<file path="src/rtl/legv8_ctrl_pkg.sv">
// Shared definitions for the LEGv8 multi-cycle control unit.
// Holds the state codes, the control-word layout, the bus/PC/constant selector
// codes, the ALU function codes, the opcode constants and the branch-condition
// evaluator.
package legv8_ctrl_pkg;

    typedef enum logic [2:0] {
        ST_FETCH = 3'd0,
        ST_EXEC  = 3'd1,
        ST_BR2   = 3'd2,
        ST_HALT  = 3'd7
    } state_t;

    // Declared MSB first, so the packed value is the ControlWord bus directly.
    typedef struct packed {
        logic [2:0] cgs;
        logic [2:0] ns;
        logic       addr_sel;
        logic [1:0] ds;
        logic [1:0] ps;
        logic       pc_sel;
        logic       b_sel;
        logic       il;
        logic       sl;
        logic [4:0] fs;
        logic       c0;
        logic [1:0] size;
        logic       mw;
        logic       rw;
        logic [4:0] da;
        logic [4:0] sa;
        logic [4:0] sb;
    } ctrl_word_t;

    // Bit offsets of each field within the 40-bit ControlWord.
    localparam int CW_SB    = 0;
    localparam int CW_SA    = 5;
    localparam int CW_DA    = 10;
    localparam int CW_RW    = 15;
    localparam int CW_MW    = 16;
    localparam int CW_SIZE  = 17;
    localparam int CW_C0    = 19;
    localparam int CW_FS    = 20;
    localparam int CW_SL    = 25;
    localparam int CW_IL    = 26;
    localparam int CW_BSEL  = 27;
    localparam int CW_PCSEL = 28;
    localparam int CW_PS    = 29;
    localparam int CW_DS    = 31;
    localparam int CW_AS    = 33;
    localparam int CW_NS    = 34;
    localparam int CW_CGS   = 37;

    localparam logic [2:0] CGS_ALU_IMM = 3'd0;
    localparam logic [2:0] CGS_DT      = 3'd1;
    localparam logic [2:0] CGS_BR      = 3'd2;
    localparam logic [2:0] CGS_CB      = 3'd3;
    localparam logic [2:0] CGS_SHAMT   = 3'd4;

    localparam logic [1:0] DS_ALU = 2'b00;
    localparam logic [1:0] DS_B   = 2'b01;
    localparam logic [1:0] DS_PC  = 2'b10;
    localparam logic [1:0] DS_MEM = 2'b11;

    localparam logic [1:0] PS_HOLD = 2'b00;
    localparam logic [1:0] PS_INC  = 2'b01;
    localparam logic [1:0] PS_BR   = 2'b10;

    localparam logic [4:0] FS_AND = 5'h00;
    localparam logic [4:0] FS_ORR = 5'h04;
    localparam logic [4:0] FS_ADD = 5'h08;
    localparam logic [4:0] FS_SUB = 5'h09;

    localparam logic [10:0] OP_ADD  = 11'h458;
    localparam logic [10:0] OP_SUB  = 11'h658;
    localparam logic [10:0] OP_AND  = 11'h450;
    localparam logic [10:0] OP_ORR  = 11'h550;
    localparam logic [10:0] OP_LDUR = 11'h7C2;
    localparam logic [10:0] OP_STUR = 11'h7C0;
    localparam logic [9:0]  OP_ADDI = 10'h244;
    localparam logic [9:0]  OP_SUBI = 10'h344;
    localparam logic [7:0]  OP_BCOND = 8'h54;
    localparam logic [7:0]  OP_CBZ   = 8'hB4;
    localparam logic [7:0]  OP_CBNZ  = 8'hB5;
    localparam logic [5:0]  OP_B     = 6'h05;

    // sr = {V,C,N,Z}. Conditions come in pairs where the odd code is the
    // inverse of the even one; 4'hE/4'hF both mean "always".
    function automatic logic cond_true(input logic [3:0] cond, input logic [3:0] sr);
        logic v, c, n, z, base;
        {v, c, n, z} = sr;
        case (cond[3:1])
            3'd0:    base = z;
            3'd1:    base = c;
            3'd2:    base = n;
            3'd3:    base = v;
            3'd4:    base = c & ~z;
            3'd5:    base = (n == v);
            3'd6:    base = ~z & (n == v);
            default: base = 1'b1;
        endcase
        if (cond[3:1] == 3'd7) return 1'b1;
        return base ^ cond[0];
    endfunction

endpackage

</file>
<file path="src/rtl/legv8_constant_gen.sv">
// Immediate generator for the LEGv8 control unit.
// Ports: i_ir (instruction), i_cgs (constant select) -> o_constant (64-bit).
// Branch offsets are reduced by one word because the PC has already been
// advanced by 4 in FETCH when the branch is taken.
module legv8_constant_gen
    import legv8_ctrl_pkg::*;
(
    input  logic [31:0] i_ir,
    input  logic [2:0]  i_cgs,
    output logic [63:0] o_constant
);

    logic w_unused;
    assign w_unused = ^{i_ir[31:26], i_ir[4:0]};

    always_comb begin
        o_constant = 64'h0;
        case (i_cgs)
            CGS_ALU_IMM: o_constant = {52'h0, i_ir[21:10]};
            CGS_DT:      o_constant = {{55{i_ir[20]}}, i_ir[20:12]};
            CGS_BR:      o_constant = {{38{i_ir[25]}}, i_ir[25:0]} - 64'd1;
            CGS_CB:      o_constant = {{45{i_ir[23]}}, i_ir[23:5]} - 64'd1;
            CGS_SHAMT:   o_constant = {58'h0, i_ir[15:10]};
            default:     o_constant = 64'h0;
        endcase
    end

endmodule

</file>
<file path="src/rtl/legv8_control_unit.sv">
// Multi-cycle LEGv8 sequencer driving the datapath ControlWord and constant.
// Ports: clock/reset (async, active low); IR_in, current_status {V,C,N,Z},
// SR_in {V,C,N,Z} in; ControlWord (40b), constant (64b), state, halted and
// instr_count (retired instructions) out.
module legv8_control_unit
    import legv8_ctrl_pkg::*;
#(
    parameter logic HALT_ON_UNKNOWN = 1'b1,
    parameter int   COUNT_WIDTH     = 16
) (
    input  logic                   clock,
    input  logic                   reset,
    input  logic [31:0]            IR_in,
    input  logic [3:0]             current_status,
    input  logic [3:0]             SR_in,
    output logic [39:0]            ControlWord,
    output logic [63:0]            constant,
    output logic [2:0]             state,
    output logic                   halted,
    output logic [COUNT_WIDTH-1:0] instr_count
);

    state_t                 r_state;
    logic                   r_zlatch;
    logic [COUNT_WIDTH-1:0] r_count;

    ctrl_word_t  w_cw;
    logic [63:0] w_const;
    logic        w_zl_load;
    logic        w_retire;
    logic [10:0] w_op11;
    logic [9:0]  w_op10;
    logic [7:0]  w_op8;
    logic [5:0]  w_op6;
    logic        w_unused;

    assign w_op11   = IR_in[31:21];
    assign w_op10   = IR_in[31:22];
    assign w_op8    = IR_in[31:24];
    assign w_op6    = IR_in[31:26];
    assign w_unused = ^current_status[3:1];

    always_comb begin
        w_cw      = '0;
        w_zl_load = 1'b0;
        case (r_state)
            ST_FETCH: begin
                w_cw.addr_sel = 1'b1;
                w_cw.ds       = DS_MEM;
                w_cw.size     = 2'b11;
                w_cw.il       = 1'b1;
                w_cw.ps       = PS_INC;
                w_cw.ns       = ST_EXEC;
            end
            ST_EXEC: begin
                w_cw.ns = ST_FETCH;
                if (w_op11 == OP_ADD || w_op11 == OP_SUB ||
                    w_op11 == OP_AND || w_op11 == OP_ORR) begin
                    w_cw.ds = DS_ALU;
                    w_cw.rw = 1'b1;
                    w_cw.da = IR_in[4:0];
                    w_cw.sa = IR_in[9:5];
                    w_cw.sb = IR_in[20:16];
                    if (w_op11 == OP_SUB) begin
                        w_cw.fs = FS_SUB;
                        w_cw.c0 = 1'b1;
                    end else if (w_op11 == OP_AND) begin
                        w_cw.fs = FS_AND;
                    end else if (w_op11 == OP_ORR) begin
                        w_cw.fs = FS_ORR;
                    end else begin
                        w_cw.fs = FS_ADD;
                    end
                end else if (w_op10 == OP_ADDI || w_op10 == OP_SUBI) begin
                    w_cw.ds    = DS_ALU;
                    w_cw.rw    = 1'b1;
                    w_cw.da    = IR_in[4:0];
                    w_cw.sa    = IR_in[9:5];
                    w_cw.sb    = IR_in[20:16];
                    w_cw.b_sel = 1'b1;
                    w_cw.cgs   = CGS_ALU_IMM;
                    w_cw.fs    = (w_op10 == OP_SUBI) ? FS_SUB : FS_ADD;
                    w_cw.c0    = (w_op10 == OP_SUBI);
                end else if (w_op11 == OP_LDUR) begin
                    w_cw.ds    = DS_MEM;
                    w_cw.size  = 2'b11;
                    w_cw.rw    = 1'b1;
                    w_cw.da    = IR_in[4:0];
                    w_cw.sa    = IR_in[9:5];
                    w_cw.b_sel = 1'b1;
                    w_cw.fs    = FS_ADD;
                    w_cw.cgs   = CGS_DT;
                end else if (w_op11 == OP_STUR) begin
                    w_cw.ds    = DS_B;
                    w_cw.mw    = 1'b1;
                    w_cw.size  = 2'b11;
                    w_cw.sa    = IR_in[9:5];
                    w_cw.sb    = IR_in[4:0];
                    w_cw.b_sel = 1'b1;
                    w_cw.fs    = FS_ADD;
                    w_cw.cgs   = CGS_DT;
                end else if (w_op6 == OP_B) begin
                    w_cw.ps  = PS_BR;
                    w_cw.cgs = CGS_BR;
                end else if (w_op8 == OP_BCOND) begin
                    w_cw.ps  = cond_true(IR_in[3:0], SR_in) ? PS_BR : PS_HOLD;
                    w_cw.cgs = CGS_CB;
                end else if (w_op8 == OP_CBZ || w_op8 == OP_CBNZ) begin
                    // Pass Rt through the ALU (X31 + Rt) so the live Z flag
                    // can be captured; the branch itself resolves in BR2.
                    w_cw.sa   = 5'd31;
                    w_cw.sb   = IR_in[4:0];
                    w_cw.fs   = FS_ADD;
                    w_cw.ns   = ST_BR2;
                    w_zl_load = 1'b1;
                end else begin
                    w_cw.ns = HALT_ON_UNKNOWN ? ST_HALT : ST_FETCH;
                end
            end
            ST_BR2: begin
                // IR[24] distinguishes CBNZ (1) from CBZ (0).
                w_cw.ps  = (IR_in[24] ? ~r_zlatch : r_zlatch) ? PS_BR : PS_HOLD;
                w_cw.cgs = CGS_CB;
                w_cw.ns  = ST_FETCH;
            end
            default: begin
                w_cw.ns = ST_HALT;
            end
        endcase
    end

    assign w_retire = (r_state != ST_FETCH) && (w_cw.ns == ST_FETCH);

    legv8_constant_gen u_const (
        .i_ir       (IR_in),
        .i_cgs      (w_cw.cgs),
        .o_constant (w_const)
    );

    always_ff @(posedge clock or negedge reset) begin
        if (!reset) begin
            r_state  <= ST_FETCH;
            r_zlatch <= 1'b0;
            r_count  <= '0;
        end else begin
            r_state <= state_t'(w_cw.ns);
            if (w_zl_load) r_zlatch <= current_status[0];
            if (w_retire)  r_count  <= r_count + {{(COUNT_WIDTH-1){1'b0}}, 1'b1};
        end
    end

    // Outputs are forced quiet while reset is held so nothing is written.
    assign ControlWord = reset ? w_cw    : 40'h0;
    assign constant    = reset ? w_const : 64'h0;
    assign state       = r_state;
    assign halted      = (r_state == ST_HALT);
    assign instr_count = r_count;

endmodule
</file>
<file path="config.mk">
export PLATFORM = sky130hd
export DESIGN_NAME = legv8_control_unit
export DESIGN_NICKNAME = d
export VERILOG_FILES = /design/src/rtl/legv8_ctrl_pkg.sv /design/src/rtl/legv8_constant_gen.sv /design/src/rtl/legv8_control_unit.sv
export SDC_FILE = /design/constraint.sdc
export NUM_CORES = 1
export LEC_CHECK = 0
export CAP_MARGIN = 20
export CORE_UTILIZATION = 44
export DETAILED_ROUTE_END_ITERATION = 10
export HOLD_SLACK_MARGIN = 0.05
export PLACE_DENSITY = 0.93
export SYNTH_ARGS = -nofsm -noshare
export SYNTH_HDL_FRONTEND = slang
export SYNTH_HIERARCHICAL = 1
export SYNTH_SLANG_ARGS = --single-unit
</file>
<file path="constraint.sdc">
create_clock -name clock -period 7 [get_ports clock]
set_input_delay 1.05 -clock clock [delete_from_list [all_inputs] [get_ports clock]]
set_output_delay 1.05 -clock clock [all_outputs]
set_load 0.01 [all_outputs]
</file>
# Word level (Yosys, flattened, before mapping)
# Cells that the tools add are included.
# classes
n_addsub,3
eq_ne,27
muxes,101
n_bitwise,5
n_reduce_logical,11
# ops
operator,count
$pmux 64 s5,1
$eq 11x11->1 const B,6
$mux 64,1
$mux 1,44
$mux 10,4
$mux 40,1
$mux 4,9
$mux 2,17
$mux 16,2
$mux 3,9
$sub 26x2->27 const B,1
$mux 5,5
$eq 10x10->1 const B,2
$sub 19x2->20 const B,1
$eq 3x3->1 const B,6
$mux 17,1
$add 16x1->16 const B,1
$eq 8x8->1 const B,2
$eq 3x2->1 const B,5
$logic_not 3->1,4
$eq 3x1->1 const B,3
$pmux 3 s3,1
$eq 8x7->1 const B,1
$pmux 2 s2,2
12 further kinds,18
# totals
reg_bits,20
output_inout_bits,124

# Logic depth before layout (Yosys ltp)
# logic_depth
word_depth,28
depth_mapped,12
ltp_nobuf,11

# By module
# The synthesis kept the hierarchy.
# modules_own_cells
mod,n_inst,cells_each,area_per_inst_um2,seq_area_each_um2
legv8_control_unit,1,269,2108.3,500.5
legv8_constant_gen,1,256,1784.2,0.0

# Least setup slack after synthesis
# OpenSTA, ideal clock, no wires.
# synth_timing
path_kind,input to output
startpoint,input port IR_in[27]
endpoint,output port constant[27]
t_arrival_ns,4.753
t_required_ns,5.950
path_slack_ns,1.197
stages,9
path_cell_list,nor4b_1 -> and3_1 -> a21oi_1 -> nor2_1 -> clkbuf_1 -> nand2_1 -> o21ai_0 -> buf_4 -> and2_1
# synth_rtl
element,line_no,text
from (decl),legv8_control_unit.sv:13,"input logic [31:0] IR_in,"
to (decl),legv8_control_unit.sv:17,"output logic [63:0] constant,"

==> impl_results.md <==
* Post-synthesis simple-gate area fraction at 39.02%
* Final net count at 675
* DRT antenna net count at 0
* Compound-Gate Fraction of Synth Area at approximately a fifth
* Top_reg_cell synth: dfrtp_1
* Cells after synthesis at 525
* Dpl ws at around 0.8 ns
* Fmax at 161.3 MHz
* Resize count post-CTS at 0
* Worst setup SP type: input pin
* Clock Latency Late Sink at 0.26 ns
* Total wire length at 12.06 mm
* Max Slew Vio Count at 0
* CTS Hold Bufs at 0
* First-pass GRT wire length at 19.20 mm
* Area growth syn-to-layout at 35.55%
* Min Hold Slack at 0.4823 ns
* Crit share post-route at 88.59%
* CP Data Required Time at 5.95 ns
* Crit-path max FO at 38
* Syn_area_per_cell at 7.414 sq um
* Core footprint at 0.008382 sq mm
* IO Port Bufs at 157
* CTS Sinks at 20
* Final worst setup slack at 0.7988 ns
* Met1 Routed Length at 4.826 mm
* DR DRC count at 0
* Vias per inst at 5.705
* Root Driver: clkbuf_8
* RePlAce Congestion at roughly 0.95
* Fraction of layout cells with a size suffix above 1 at ~8%
* Initial DRC count at 253
* Filler cell count at 757
* FF/Latch Area at ~500 sq um
* CP Capture Type: output pin
* Synth Register Bits at 20
* Max-Cap Viols at 0
* Setup CP Type: in2out
* P_leak at 1.822 nW
* Post-DP HPWL at 9.190 mm
* Clock period minus worst slack at 6.201 ns
* Antenna violations before repair at 0
* CTS tree: built
* Crit path DAT at 5.15 ns
* Inserted Clock Buffers at 3
* Vias in the first global route at 3896
* Final Non-Filler Cells at 733
* Setup TNS at 0 ns
* Slew margin rel. at 36.59%
* Area of the multi-input gates at 0.002934 sq mm
* Met2 WL at 5.670 mm
* Routed length on met3 at ~1.2 mm
* Post-Synthesis Cell Area at 0.003892 sq mm
* Die area at 0.009227 sq mm
* Post-synthesis async set-or-reset flop share at 100.0%
* Drt first pass iters at 5
* Largest net degree at the start of global routing at 92
* Core Rows at 33
* Internal power at 241.8 uW
* Clk buf depth at 2
* Diode count at 0
* Yosys warns at 6
* Adder-Cell Fraction of Synth Area at 1.286%
* DR vias at between 4k and 5k
* Pwr dens at 65.80 mW/mm^2
* H-Tree Depth at 1
* Wire per inst at 16.46 um
* Max Used Layer: met4
* GR Overflow Total at 0
* I/O pin cnt at 166
* Initial core utilization at 46.44%
* Placed insts at 728
* Mux contribution to synthesized area at 2.572%
* Final count of negative-setup-slack endpoints at 0
* CTS clk-pin slew, worst paths at 0.07 ns
* Max rail drop VDD at 72.80 uV
* Distinct cells, synth at 67
* Final Hold Vio Count at 0
* Clock skew at 0.005133 ns
* Sequential power share at 33.2%
* Number of setup buffers added after CTS at 0
* XOR/XNOR Fraction of Synth Area at 12.60%
* Switching share of total power at 30.37%
* Sequential element share of the synthesized area at 12.86%
* NetSw at 105.4 uW
* Post-synth EDFFs at 0
* RSZ-0062 raised after global routing: no
* Hold WC Path Type: reg2reg
* Largest family of logic cells by synthesized area: simple AND/OR/NAND/NOR gates
* Die Width at 96.06 um
* Die Height at 96.06 um
* Clk pwr share at 33.8%
* Gr usage total at a little over a quarter
* Logic gate share of total power at 32.9%
* Status: finished clean
* Pin slew with the least headroom to its limit at 0.9477 ns
[sequential cells by signal, indices dropped and copies added, names as in the netlist]
signal and cells:
r_zlatch 1, state 3, instr_count 16
[per-stage QoR]
step	total power, mW	area (sq um)	util [%]
after floorplan	0.1799	3938	-
after global placement	0.2278	5200	62.04
after detailed placement	0.2300	5200	62.04
final	0.3472	5276	62.95
after global routing	0.3621	5276	62.95
after CTS	0.3463	5271	62.89
[cell usage in the layout (no fill, tap or decap), types with 3 or more instances in the layout]
cell,count
nand2_1,32
mux2i_1,4
buf_4,4
o21ai_0,18
o211ai_1,9
o22ai_1,7
xor2_1,11
and3_1,10
nor2_1,49
clkdlybuf4s50_1,156
inv_1,10
nor4_4,4
ha_1,4
o21a_1,5
dfrtp_1,20
nand3_1,11
clkbuf_8,3
and2_1,76
nor4_1,6
xnor2_1,45
a21oi_1,24
o21ai_2,5
or2_2,5
or3_1,3
nand4_1,9
and4_1,4
nor2b_1,8
o221ai_1,3
a22oi_1,10
nand2b_1,6
conb_1,13
nor3_1,7
o21ai_1,4
[per-layer routing]
metal,vias to the layer above,track usage [%]
met4,0,9.204
met3,39,4.265
met2,257,45.21
li1,1971,-
met5,-,0
met1,1915,32.55
[worst max-delay path, cell delays in order]
cell and delay (ns):
clkdlybuf4s50_1 0.56, nor4b_1 0.42, and3_1 0.31, a21oi_1 0.12, nor2_1 0.74, nand2_1 0.66
o21ai_1 0.29, buf_4 0.28, and2_1 0.16, clkdlybuf4s50_1 0.54
[path summary, 6_finish.rpt]
kind / from / endpoint / slack, ns / depth (start not counted)
max: IR_in[29] / constant[34] / 0.80 / 10
min: instr_count[15] / instr_count[15] / 0.48 / 1
max reg2reg: state[0] / r_zlatch / 5.15 / 5
min reg2reg: instr_count[15] / instr_count[15] / 0.48 / 1
max in group asynchronous: reset / instr_count[12] / 5.64 / 2
min in group asynchronous: reset / instr_count[6] / 0.91 / 2
[power by group through the flow]
stage          Sequential (mW)  Clock, mW  Combinational (mW)
3_5_place_dp             0.118          0               0.112
5_1_grt                  0.115      0.124               0.123
6_report                 0.115      0.117               0.114
4_1_cts                  0.115      0.118               0.113
2_1_floorplan            0.118          0              0.0621
3_3_place_gp             0.118          0               0.110
[logic make-up after synthesis]
logic type,after synthesis
mux,8
simple gates,250
xor+xnor,56
other cells,1
fa+ha+maj,4
buf+inv,85
compound gates,101
flops,20
[synth_stat cells, types with 6 or more instances]
library cell / count / area, sq um
buf_4: 45 / 337.8
xnor2_1: 45 / 394.1
o21ai_0: 19 / 95.09
a22oi_1: 10 / 75.07
o211ai_1: 9 / 67.56
clkbuf_1: 23 / 86.33
dfrtp_1: 20 / 500.5
nand2_1: 32 / 120.1
and2_1: 76 / 475.5
nand4_1: 9 / 56.30
nand3_1: 11 / 55.05
a21oi_1: 24 / 120.1
xor2_1: 11 / 96.34
nor2b_1: 8 / 50.05
o22ai_1: 7 / 43.79
nor3_1: 7 / 35.03
nor2_1: 49 / 183.9
nor4_1: 6 / 37.54
inv_1: 10 / 37.54
nand2b_1: 6 / 37.54
and3_1: 10 / 62.56
[final cells by class]
| class | count | area share [%] |
|---|---|---|
| flip-flops and latches | 20 | 9.485 |
| clock inverters | 1 | 0.5691 |
| inverters | 10 | 0.7114 |
| multi-input cells | 432 | 55.61 |
| well taps | 105 | 2.490 |
| repair buffers | 162 | 30.35 |
| clock buffers | 3 | 0.7825 |
(Power assumes the default switching activity.)
